**src/rtl/wfg_cfg_loader_pkg.sv**
```systemverilog
// wfg_cfg_loader_pkg: shared types and constants for the config-script loader.
// Optional macro used by the loader: WFG_CFG_LOADER_READBACK_EN.
package wfg_cfg_loader_pkg;

    // Loader sequencing states; the RB_* states are only reachable with read-back enabled.
    typedef enum logic [3:0] {
        ST_IDLE   = 4'd0,
        ST_RD_A   = 4'd1,
        ST_LAT_A  = 4'd2,
        ST_RD_D   = 4'd3,
        ST_LAT_D  = 4'd4,
        ST_WB_WR  = 4'd5,
        ST_RB_GAP = 4'd6,
        ST_RB_RD  = 4'd7,
        ST_RB_CMP = 4'd8,
        ST_NEXT   = 4'd9,
        ST_FIN    = 4'd10
    } state_e;

    typedef enum logic [1:0] {
        ERR_NONE     = 2'd0,
        ERR_TIMEOUT  = 2'd1,
        ERR_OVERRUN  = 2'd2,
        ERR_MISMATCH = 2'd3
    } err_code_e;

    // Script entry word0 = {last, reserved, register address}
    localparam int LAST_BIT = 31;
    localparam int ADR_MSB  = 7;

endpackage

```
**src/rtl/wfg_cfg_loader.sv**
```systemverilog
// wfg_cfg_loader: replays (address, data) pairs from the config SRAM as Wishbone writes
// so the waveform generator can configure itself after reset.
// Optional macro WFG_CFG_LOADER_READBACK_EN: read each register back after writing it and
// stop with a mismatch error if the value differs.
// Bus handshake: cyc/stb rise together, stay stable until ack_i is sampled high and fall
// in the following cycle; at least one idle cycle separates two bus cycles.
module wfg_cfg_loader
    import wfg_cfg_loader_pkg::*;
#(
    parameter int BUSW           = 32,
    parameter int MEM_AW         = 10,
    parameter int MAX_ENTRIES    = 256,
    parameter int TIMEOUT_CYCLES = 255
) (
    input  logic              wb_clk_i,
    input  logic              wb_rst_ni,
    input  logic              start_i,
    input  logic              abort_i,
    input  logic [MEM_AW-1:0] start_addr_i,
    output logic              busy_o,
    output logic              done_o,
    output logic              err_o,
    output logic [1:0]        err_code_o,
    output logic [15:0]       entry_cnt_o,
    output logic              csb_o,
    output logic [MEM_AW-1:0] addr_o,
    input  logic [31:0]       dout_i,
    output logic              wbm_cyc_o,
    output logic              wbm_stb_o,
    output logic              wbm_we_o,
    output logic [BUSW-1:0]   wbm_adr_o,
    output logic [BUSW-1:0]   wbm_dat_o,
    output logic [3:0]        wbm_sel_o,
    input  logic              wbm_ack_i,
    input  logic [BUSW-1:0]   wbm_dat_i,
    output logic [3:0]        dbg_state_o
);

    localparam int              TOW     = $clog2(TIMEOUT_CYCLES + 1);
    localparam logic [TOW-1:0]  TO_LAST = TOW'(TIMEOUT_CYCLES - 1);
    localparam logic [15:0]     MAX_CNT = 16'(MAX_ENTRIES);

    state_e            state_q, state_d;
    logic [MEM_AW-1:0] ptr_q, ptr_d;
    logic              csb_q, csb_d;
    logic [MEM_AW-1:0] addr_q, addr_d;
    logic              cyc_q, cyc_d;
    logic              we_q, we_d;
    logic [ADR_MSB:0]  adr_q, adr_d;
    logic [BUSW-1:0]   dat_q, dat_d;
    logic              last_q, last_d;
    logic              busy_q, busy_d;
    logic              done_q, done_d;
    logic              err_q, err_d;
    err_code_e         err_code_q, err_code_d;
    logic [15:0]       entry_cnt_q, entry_cnt_d;
    logic [TOW-1:0]    to_cnt_q, to_cnt_d;
`ifdef WFG_CFG_LOADER_READBACK_EN
    logic [BUSW-1:0]   rdat_q, rdat_d;
`else
    logic              unused_rdat;
    assign unused_rdat = ^wbm_dat_i;
`endif

    // Next-state and next-output logic for the script sequencer
    always_comb begin
        state_d     = state_q;
        ptr_d       = ptr_q;
        csb_d       = 1'b1;
        addr_d      = addr_q;
        cyc_d       = cyc_q;
        we_d        = we_q;
        adr_d       = adr_q;
        dat_d       = dat_q;
        last_d      = last_q;
        busy_d      = busy_q;
        done_d      = 1'b0;
        err_d       = err_q;
        err_code_d  = err_code_q;
        entry_cnt_d = entry_cnt_q;
        to_cnt_d    = to_cnt_q;
`ifdef WFG_CFG_LOADER_READBACK_EN
        rdat_d      = rdat_q;
`endif
        case (state_q)
            ST_IDLE: begin
                if (start_i) begin
                    state_d     = ST_RD_A;
                    ptr_d       = start_addr_i;
                    csb_d       = 1'b0;
                    addr_d      = start_addr_i;
                    busy_d      = 1'b1;
                    err_d       = 1'b0;
                    err_code_d  = ERR_NONE;
                    entry_cnt_d = '0;
                end
            end
            ST_RD_A: state_d = ST_LAT_A;
            ST_LAT_A: begin
                adr_d   = dout_i[ADR_MSB:0];
                last_d  = dout_i[LAST_BIT];
                csb_d   = 1'b0;
                addr_d  = ptr_q + MEM_AW'(1);
                state_d = ST_RD_D;
            end
            ST_RD_D: state_d = ST_LAT_D;
            ST_LAT_D: begin
                dat_d    = BUSW'(dout_i);
                cyc_d    = 1'b1;
                we_d     = 1'b1;
                to_cnt_d = '0;
                state_d  = ST_WB_WR;
            end
            ST_WB_WR: begin
                if (wbm_ack_i) begin
                    cyc_d = 1'b0;
                    we_d  = 1'b0;
`ifdef WFG_CFG_LOADER_READBACK_EN
                    state_d = ST_RB_GAP;
`else
                    state_d = ST_NEXT;
`endif
                end else if (to_cnt_q == TO_LAST) begin
                    cyc_d   = 1'b0;
                    we_d    = 1'b0;
                    err_d   = 1'b1;
                    if (!err_q) err_code_d = ERR_TIMEOUT;
                    done_d  = 1'b1;
                    busy_d  = 1'b0;
                    state_d = ST_FIN;
                end else begin
                    to_cnt_d = to_cnt_q + TOW'(1);
                end
            end
`ifdef WFG_CFG_LOADER_READBACK_EN
            ST_RB_GAP: begin
                cyc_d    = 1'b1;
                we_d     = 1'b0;
                to_cnt_d = '0;
                state_d  = ST_RB_RD;
            end
            ST_RB_RD: begin
                if (wbm_ack_i) begin
                    cyc_d   = 1'b0;
                    rdat_d  = wbm_dat_i;
                    state_d = ST_RB_CMP;
                end else if (to_cnt_q == TO_LAST) begin
                    cyc_d   = 1'b0;
                    err_d   = 1'b1;
                    if (!err_q) err_code_d = ERR_TIMEOUT;
                    done_d  = 1'b1;
                    busy_d  = 1'b0;
                    state_d = ST_FIN;
                end else begin
                    to_cnt_d = to_cnt_q + TOW'(1);
                end
            end
            ST_RB_CMP: begin
                if (rdat_q != dat_q) begin
                    err_d   = 1'b1;
                    if (!err_q) err_code_d = ERR_MISMATCH;
                    done_d  = 1'b1;
                    busy_d  = 1'b0;
                    state_d = ST_FIN;
                end else begin
                    state_d = ST_NEXT;
                end
            end
`endif
            ST_NEXT: begin
                entry_cnt_d = entry_cnt_q + 16'd1;
                ptr_d       = ptr_q + MEM_AW'(2);
                if (last_q || abort_i) begin
                    done_d  = 1'b1;
                    busy_d  = 1'b0;
                    state_d = ST_FIN;
                end else if (entry_cnt_q + 16'd1 == MAX_CNT) begin
                    err_d   = 1'b1;
                    if (!err_q) err_code_d = ERR_OVERRUN;
                    done_d  = 1'b1;
                    busy_d  = 1'b0;
                    state_d = ST_FIN;
                end else begin
                    csb_d   = 1'b0;
                    addr_d  = ptr_q + MEM_AW'(2);
                    state_d = ST_RD_A;
                end
            end
            ST_FIN: state_d = ST_IDLE;
            default: state_d = ST_IDLE;
        endcase
    end

    // State and registered outputs; reset drops the bus immediately
    always_ff @(posedge wb_clk_i or negedge wb_rst_ni) begin
        if (!wb_rst_ni) begin
            state_q     <= ST_IDLE;
            ptr_q       <= '0;
            csb_q       <= 1'b1;
            addr_q      <= '0;
            cyc_q       <= 1'b0;
            we_q        <= 1'b0;
            adr_q       <= '0;
            dat_q       <= '0;
            last_q      <= 1'b0;
            busy_q      <= 1'b0;
            done_q      <= 1'b0;
            err_q       <= 1'b0;
            err_code_q  <= ERR_NONE;
            entry_cnt_q <= '0;
            to_cnt_q    <= '0;
`ifdef WFG_CFG_LOADER_READBACK_EN
            rdat_q      <= '0;
`endif
        end else begin
            state_q     <= state_d;
            ptr_q       <= ptr_d;
            csb_q       <= csb_d;
            addr_q      <= addr_d;
            cyc_q       <= cyc_d;
            we_q        <= we_d;
            adr_q       <= adr_d;
            dat_q       <= dat_d;
            last_q      <= last_d;
            busy_q      <= busy_d;
            done_q      <= done_d;
            err_q       <= err_d;
            err_code_q  <= err_code_d;
            entry_cnt_q <= entry_cnt_d;
            to_cnt_q    <= to_cnt_d;
`ifdef WFG_CFG_LOADER_READBACK_EN
            rdat_q      <= rdat_d;
`endif
        end
    end

    assign busy_o      = busy_q;
    assign done_o      = done_q;
    assign err_o       = err_q;
    assign err_code_o  = err_code_q;
    assign entry_cnt_o = entry_cnt_q;
    assign csb_o       = csb_q;
    assign addr_o      = addr_q;
    assign wbm_cyc_o   = cyc_q;
    assign wbm_stb_o   = cyc_q;
    assign wbm_we_o    = we_q;
    assign wbm_adr_o   = cyc_q ? BUSW'(adr_q) : '0;
    assign wbm_dat_o   = (cyc_q && we_q) ? dat_q : '0;
    assign wbm_sel_o   = cyc_q ? 4'hF : 4'h0;
    assign dbg_state_o = state_q;

endmodule

```
**config.mk**
```make
export PLATFORM = sky130hd
export DESIGN_NAME = wfg_cfg_loader
export DESIGN_NICKNAME = d
export VERILOG_FILES = /design/src/rtl/wfg_cfg_loader_pkg.sv /design/src/rtl/wfg_cfg_loader.sv
export SDC_FILE = /design/constraint.sdc
export NUM_CORES = 1
export LEC_CHECK = 0
export ABC_CLOCK_PERIOD_IN_PS = 3350
export BUFFER_PORTS_ARGS = -buffer_cell sky130_fd_sc_hd__buf_4
export CORE_AREA = 2 2 123 125
export CTS_CLUSTER_SIZE = 10
export DETAILED_ROUTE_END_ITERATION = 8
export DIE_AREA = 0 0 125 127
export PLACE_DENSITY = 0.64
export SYNTH_ARGS = -nofsm -noshare
export SYNTH_HDL_FRONTEND = slang
export SYNTH_SLANG_ARGS = --single-unit
export TNS_END_PERCENT = 5
```
**constraint.sdc**
```tcl
create_clock -name wb_clk_i -period 3.35 [get_ports wb_clk_i]
set_input_delay 0.1675 -clock wb_clk_i [delete_from_list [all_inputs] [get_ports wb_clk_i]]
set_output_delay 0.1675 -clock wb_clk_i [all_outputs]
set_load 0.03 [all_outputs]
```
# Word-level counts from Yosys, hierarchy flattened
# Index checks and enable logic that the tools add are counted.
word_totals:
  regBits: 96
  output_inout_bits: 107
classes:
  n_addsub: 4
  n_eq_ne: 19
  muxes: 48
  n_reduce_logical: 14
op_table:
  columns: ["operator", "n"]
  rows:
  - ["$mux 32", 1]
  - ["$pmux 16 s2", 1]
  - ["$mux 10", 3]
  - ["$pmux 10 s3", 1]
  - ["$pmux 4 s7", 1]
  - ["$mux 4", 6]
  - ["$mux 8", 3]
  - ["$pmux 10 s2", 1]
  - ["$ne 2x2->1 const B", 9]
  - ["$add 16x1->16 const B", 1]
  - ["$eq 16x9->1 const B", 1]
  - ["$mux 1", 16]
  - ["$mux 16", 1]
  - ["$pmux 8 s2", 1]
  - ["$mux 2", 7]
  - ["$add 10x1->10 const B", 1]
  - ["$add 10x2->10 const B", 1]
  - ["$pmux 1 s3", 3]
  - ["$add 8x1->8 const B", 1]
  - ["$eq 4x2->1 const B", 2]
  - ["$eq 4x3->1 const B", 2]
  - ["$eq 8x8->1 const B", 1]
  - ["$reduce_and 8->1", 1]
  - ["$ne 3x3->1 const B", 2]
  - ["other kinds (13)", 18]

# Logic depth before layout (Yosys ltp)
logic_depth:
  ltp_word: 5
  mapped_depth: 9
  ltp_nobuf: 8

# Least setup slack after synthesis
# No wires, ideal clock.
synth_timing:
  kind: "register to register"
  startpoint: "register entry_cnt_q[0] (netlist: entry_cnt_o[0])"
  endpoint: "register addr_q[0] (netlist: addr_o[0])"
  setup_ns: 0.135
  arrival_time_ns: 2.277
  setup_slack_ns: 0.938
  stages_incl_launch_ff: 9
  synth_period_minus_slack_ns: 2.412
  path_cell_list: "dfrtp_1 ha_1 nand4_4 nor3_1 mux2_2 and3_1 buf_6 a41oi_1 o21ai_0"
synth_via:
  elab_chain_len: 4
synth_lines:
  columns: ["element", "line", "source"]
  rows:
  - ["from (decl)", "wfg_cfg_loader.sv:56", "logic [15:0] entry_cnt_q, entry_cnt_d;"]
  - ["from (signal assigned)", "wfg_cfg_loader.sv:229", "entry_cnt_q <= entry_cnt_d;"]
  - ["$add 16x1->16", "wfg_cfg_loader.sv:177", "end else if (entry_cnt_q + 16'd1 == MAX_CNT) begin"]
  - ["$eq 16x9->1", "wfg_cfg_loader.sv:177", null]
  - ["$ne 2x2->1 (no line)", null, null]
  - ["$reduce_and 4->1 (no line)", null, null]
  - ["to (signal assigned)", "wfg_cfg_loader.sv:219", "addr_q <= addr_d;"]
  - ["to (decl)", "wfg_cfg_loader.sv:46", "logic [MEM_AW-1:0] addr_q, addr_d;"]
# Every way passes these cells.
# A chain may end at the register's enable or synchronous reset.

# Worst setup path in the final report
layout_timing:
  startpoint: "register state_q[3] (netlist: dbg_state_o[3])"
  endpoint: "register addr_q[9] (netlist: addr_o[9])"
layout_via:
  elab_chain_len: 3
  word_cells_on_any_way: 9
  classes_between: "eq/ne (5); mux (1); reduce/logical (3)"
layout_lines:
  columns: ["element", "line", "source"]
  rows:
  - ["from (decl)", "wfg_cfg_loader.sv:43", "state_e state_q, state_d;"]
  - ["from (signal assigned)", "wfg_cfg_loader.sv:216", "state_q <= state_d;"]
  - ["$eq 4x4->1, or another cell as far along", "wfg_cfg_loader.sv:85", "case (state_q)"]
  - ["$ne 2x2->1 (no line) / $reduce_bool 3->1 (equally long branches)", null, null]
  - ["$reduce_and 4->1 (no line)", null, null]
# Several ways; a longest one is shown, not always the timed one.

==> metrics.md <==
| Metric | Value |
|---|---|
| CP endpoint kind | flop |
| Io pins | 186 |
| Share of post-route cells with drive strength above 1 | 29.5% |
| Yosys warnings | 0 |
| Largest net degree at the start of global routing | 73 |
| Reg2Reg Setup Slack | 0.71 ns |
| Number of synthesized flops with an enable pin | 0 |
| Pins Over Slew Limit | 0 |
| Worst VDD drop | 0.389 mV |
| Fraction of registers with async set/reset | 100% |
| Leak | 3.16 nW |
| Fin crit share | 78.8% |
| Post-DP HPWL | 10.5 mm |
| Cell area after layout | 0.00694 mm² |
| Area Growth Syn to Fin | 21.8% |
| Outcome | complete, no violations |
| Cell chain of the critical path | nor3_1, and2_1, nor2_2, a221o_1, o31a_2 |
| Antenna diodes | 0 |
| Buf/Inv on CP | 0 |
| Ys flop type | dfrtp_1 |
| Synthesized area | 0.00570 mm² |
| Rel. slew slack | 24.4% |
| CP top delay family | simple AND/OR/NAND/NOR gates |
| # resized after CTS | 0 |
| Sw Ratio | 44.7% |
| Critical path's slowest cell | and2_1 |
| Hold Path Class | in -> reg |
| Max-cap violation count | 0 |
| Vias per cell | 5.41 |
| Clock power share | 17.1% |
| RSZ-0062 raised after global routing | no |
| CTS sink count | 96 |
| RD Place Congestion | 0.900 |
| Synth cell types | 67 |
| Slowest stage delay, CP | 0.62 ns |
| Setup violations, final | 0 |
| Fmax | 379 MHz |
| Reg power frac | 32.4% |
| Share of the yosys chip area belonging to registers | 42.2% |
| Syn Area/Cell | 9.32 µm² |
| Clk Latency, worst-skew pair | 0.35 ns |
| Crit. path cell count | 5 |
| Total power | 6.33 mW |
| CTS tree | built |
| P_sw | 2.83 mW |
| Clock-pin transition on the worst setup and hold timing paths | 0.08 ns |
| Post-CTS Setup Inserts | 0 |
| Vias in the first global route | 4709 |
| Final worst slack | 0.711 ns |
| Die height | 127 µm |
| RR Startpoint | dbg_state_o[3] |
| Tightest Pin Transition | 1.13 ns |
| Die width | 125 µm |
| Row count | 44 |
| Average routed wire per standard cell | 16.0 µm |
| Final min period | 2.64 ns |
| Endpoints failing hold | 0 |
| Initial DRC count | 415 |
| H-Tree Depth | 3 |
| CP required | 3.59 ns |
| Minimum hold slack | 0.00879 ns |
| Initial core utilization | 39.5% |
| Cells after DPL | 890 |
| Die area | 0.0159 mm² |
| Final non-filler cell total | 907 |
| CTS Hold Bufs | 1 |
| Crit path launch | dbg_state_o[3] |
| Initial antenna violation count | 0 |
| Final wirelength | 14.5 mm |
| Clock skew | 0.00924 ns |
| WS Path Type | reg -> reg |
| Clock Tree Buf Depth | 2 |
| Total core area | 0.0144 mm² |
| Post-DP Area | 0.00662 mm² |
| Final #Nets | 803 |
| Port Buffers | 129 |
| Fin Setup TNS | 0 ns |
| Crit-path max FO | 16 |
| Combinational fraction of design power | 50.4% |
| Register bit total from synthesis | 96 |
| Cell area power density | 913 mW/mm² |
| Drt pass-1 iters | 7 |
| Antenna-violating nets left | 0 |
| CP Data Arrival Time | 2.88 ns |
| DRC | 0 |
| GRT overflow | 0 |
| Critical Path End | addr_o[9] |
| Pre-CTS WS | 0.725 ns |
| Reg2Reg Depth | 5 |
| Synthesized instance count | 611 |
| Startpoint Class | flop |
| Total CTS buffers | 9 |
| Global Route Usage Sum | 18.2% |
| CTS Root Cell | clkbuf_16 |
| First-pass GRT wire length | 23.9 mm |
| Worst R2R End | addr_o[9] |
| Via count | 4910 |
| Int Pwr | 3.50 mW |
| Fin util | 48.1% |
cell usage after synthesis, types with 7 or more instances:
| master | count | area share, % |
|---|---|---|
| mux2_2 | 33 | 6.5 |
| inv_1 | 10 | 0.66 |
| and3_1 | 7 | 0.77 |
| dfrtp_1 | 95 | 42 |
| nand4_1 | 9 | 0.99 |
| o41ai_1 | 9 | 1.4 |
| nand3_1 | 15 | 1.3 |
| o21ai_0 | 49 | 4.3 |
| buf_2 | 12 | 1.1 |
| nor3_1 | 11 | 0.97 |
| clkbuf_1 | 16 | 1.1 |
| xor2_1 | 7 | 1.1 |
| nand2_1 | 66 | 4.3 |
| buf_4 | 31 | 4.1 |
| and2_1 | 43 | 4.7 |
| a31oi_1 | 14 | 1.5 |
| nor2_1 | 53 | 3.5 |
| a21oi_1 | 27 | 2.4 |
layer usage:
| metal | global-route usage (%) | up-vias | wire length [µm] |
|---|---|---|---|
| met5 | 0 | - | 0 |
| met4 | 6.73 | 0 | 275 |
| met3 | 1.80 | 26 | 578 |
| met2 | 30.3 | 152 | 7290 |
| met1 | 24.7 | 2398 | 6390 |
| li1 | - | 2334 | - |
power groups by stage:
stage | clock, mW | sequential, mW | combinational (mW)
after detailed placement | 0 | 2.07 | 3.21
after floorplan | 0 | 2.10 | 2.14
after CTS | 1.12 | 2.05 | 3.22
final | 1.08 | 2.05 | 3.19
after global routing | 1.17 | 2.13 | 3.44
after global placement | 0 | 2.03 | 3.15
cells in the final DEF (no fill, tap or decap), types with 9 or more instances in the layout:
| cell | n |
|---|---|
| nand4_1 | 9 |
| conb_1 | 24 |
| nor2_1 | 53 |
| a21oi_1 | 27 |
| clkbuf_16 | 9 |
| nand3_1 | 15 |
| nand2_1 | 66 |
| buf_4 | 139 |
| inv_1 | 10 |
| o21ai_0 | 49 |
| nor3_1 | 11 |
| dfrtp_1 | 95 |
| o41ai_1 | 9 |
| mux2_2 | 33 |
| and2_1 | 43 |
| a31oi_1 | 14 |
tightest hold or removal path, stage by stage:
cell and delay, ns:
buf_4 0.08, nand2_1 0.04, nand2_1 0.04
flip-flops by register name, summed over array words and instances, names as in the netlist, 2 cells and up:
register and flops:
err_code_o 2, ptr_q 10, dat_q 32, adr_q 8, addr_o 10, entry_cnt_o 16
dbg_state_o 4, to_cnt_q 8
worst min path at each step:
| stage | startpoint | slack, ns | cells after the start | endpoint |
|---|---|---|---|---|
| 3_5_place_dp | wb_rst_ni | 0.37 | 1 | ptr_q[8] |
| 6_report | dout_i[6] | 0.009 | 3 | adr_q[6] |
| 4_1_cts | dout_i[0] | 0.002 | 3 | adr_q[0] |
| 2_1_floorplan | wb_rst_ni | -0.13 | 0 | addr_o[0] |
| 3_3_place_gp | wb_rst_ni | 0.36 | 1 | ptr_q[6] |
| 5_1_grt | dout_i[2] | 0.02 | 3 | adr_q[2] |
logic make-up after synthesis:
group                    after synthesis  share of synthesized area [%]
AND/OR/NAND/NOR                      242                           22.9
multiplexers                          35                           6.88
adder cells (fa/ha/maj)                6                           1.32
AO/OA/AOI/OAI                        143                           16.5
other                                  1                         0.0658
XOR/XNOR                              11                           1.69
buffers and inverters                 77                           8.44
flip-flops                            96                           42.2
final cells by class:
type / instances / area (µm²)
Clock inverter: 7 / 83.8
Tap cell: 184 / 230
Inverter: 10 / 37.5
Multi-Input combinational cell: 461 / 2900
Sequential cell: 96 / 2400
Fill cell: 1373 / 7490
Clock buffer: 9 / 225
Timing Repair Buffer: 140 / 1050
No activity file was read; power rests on OpenSTA's default activity.
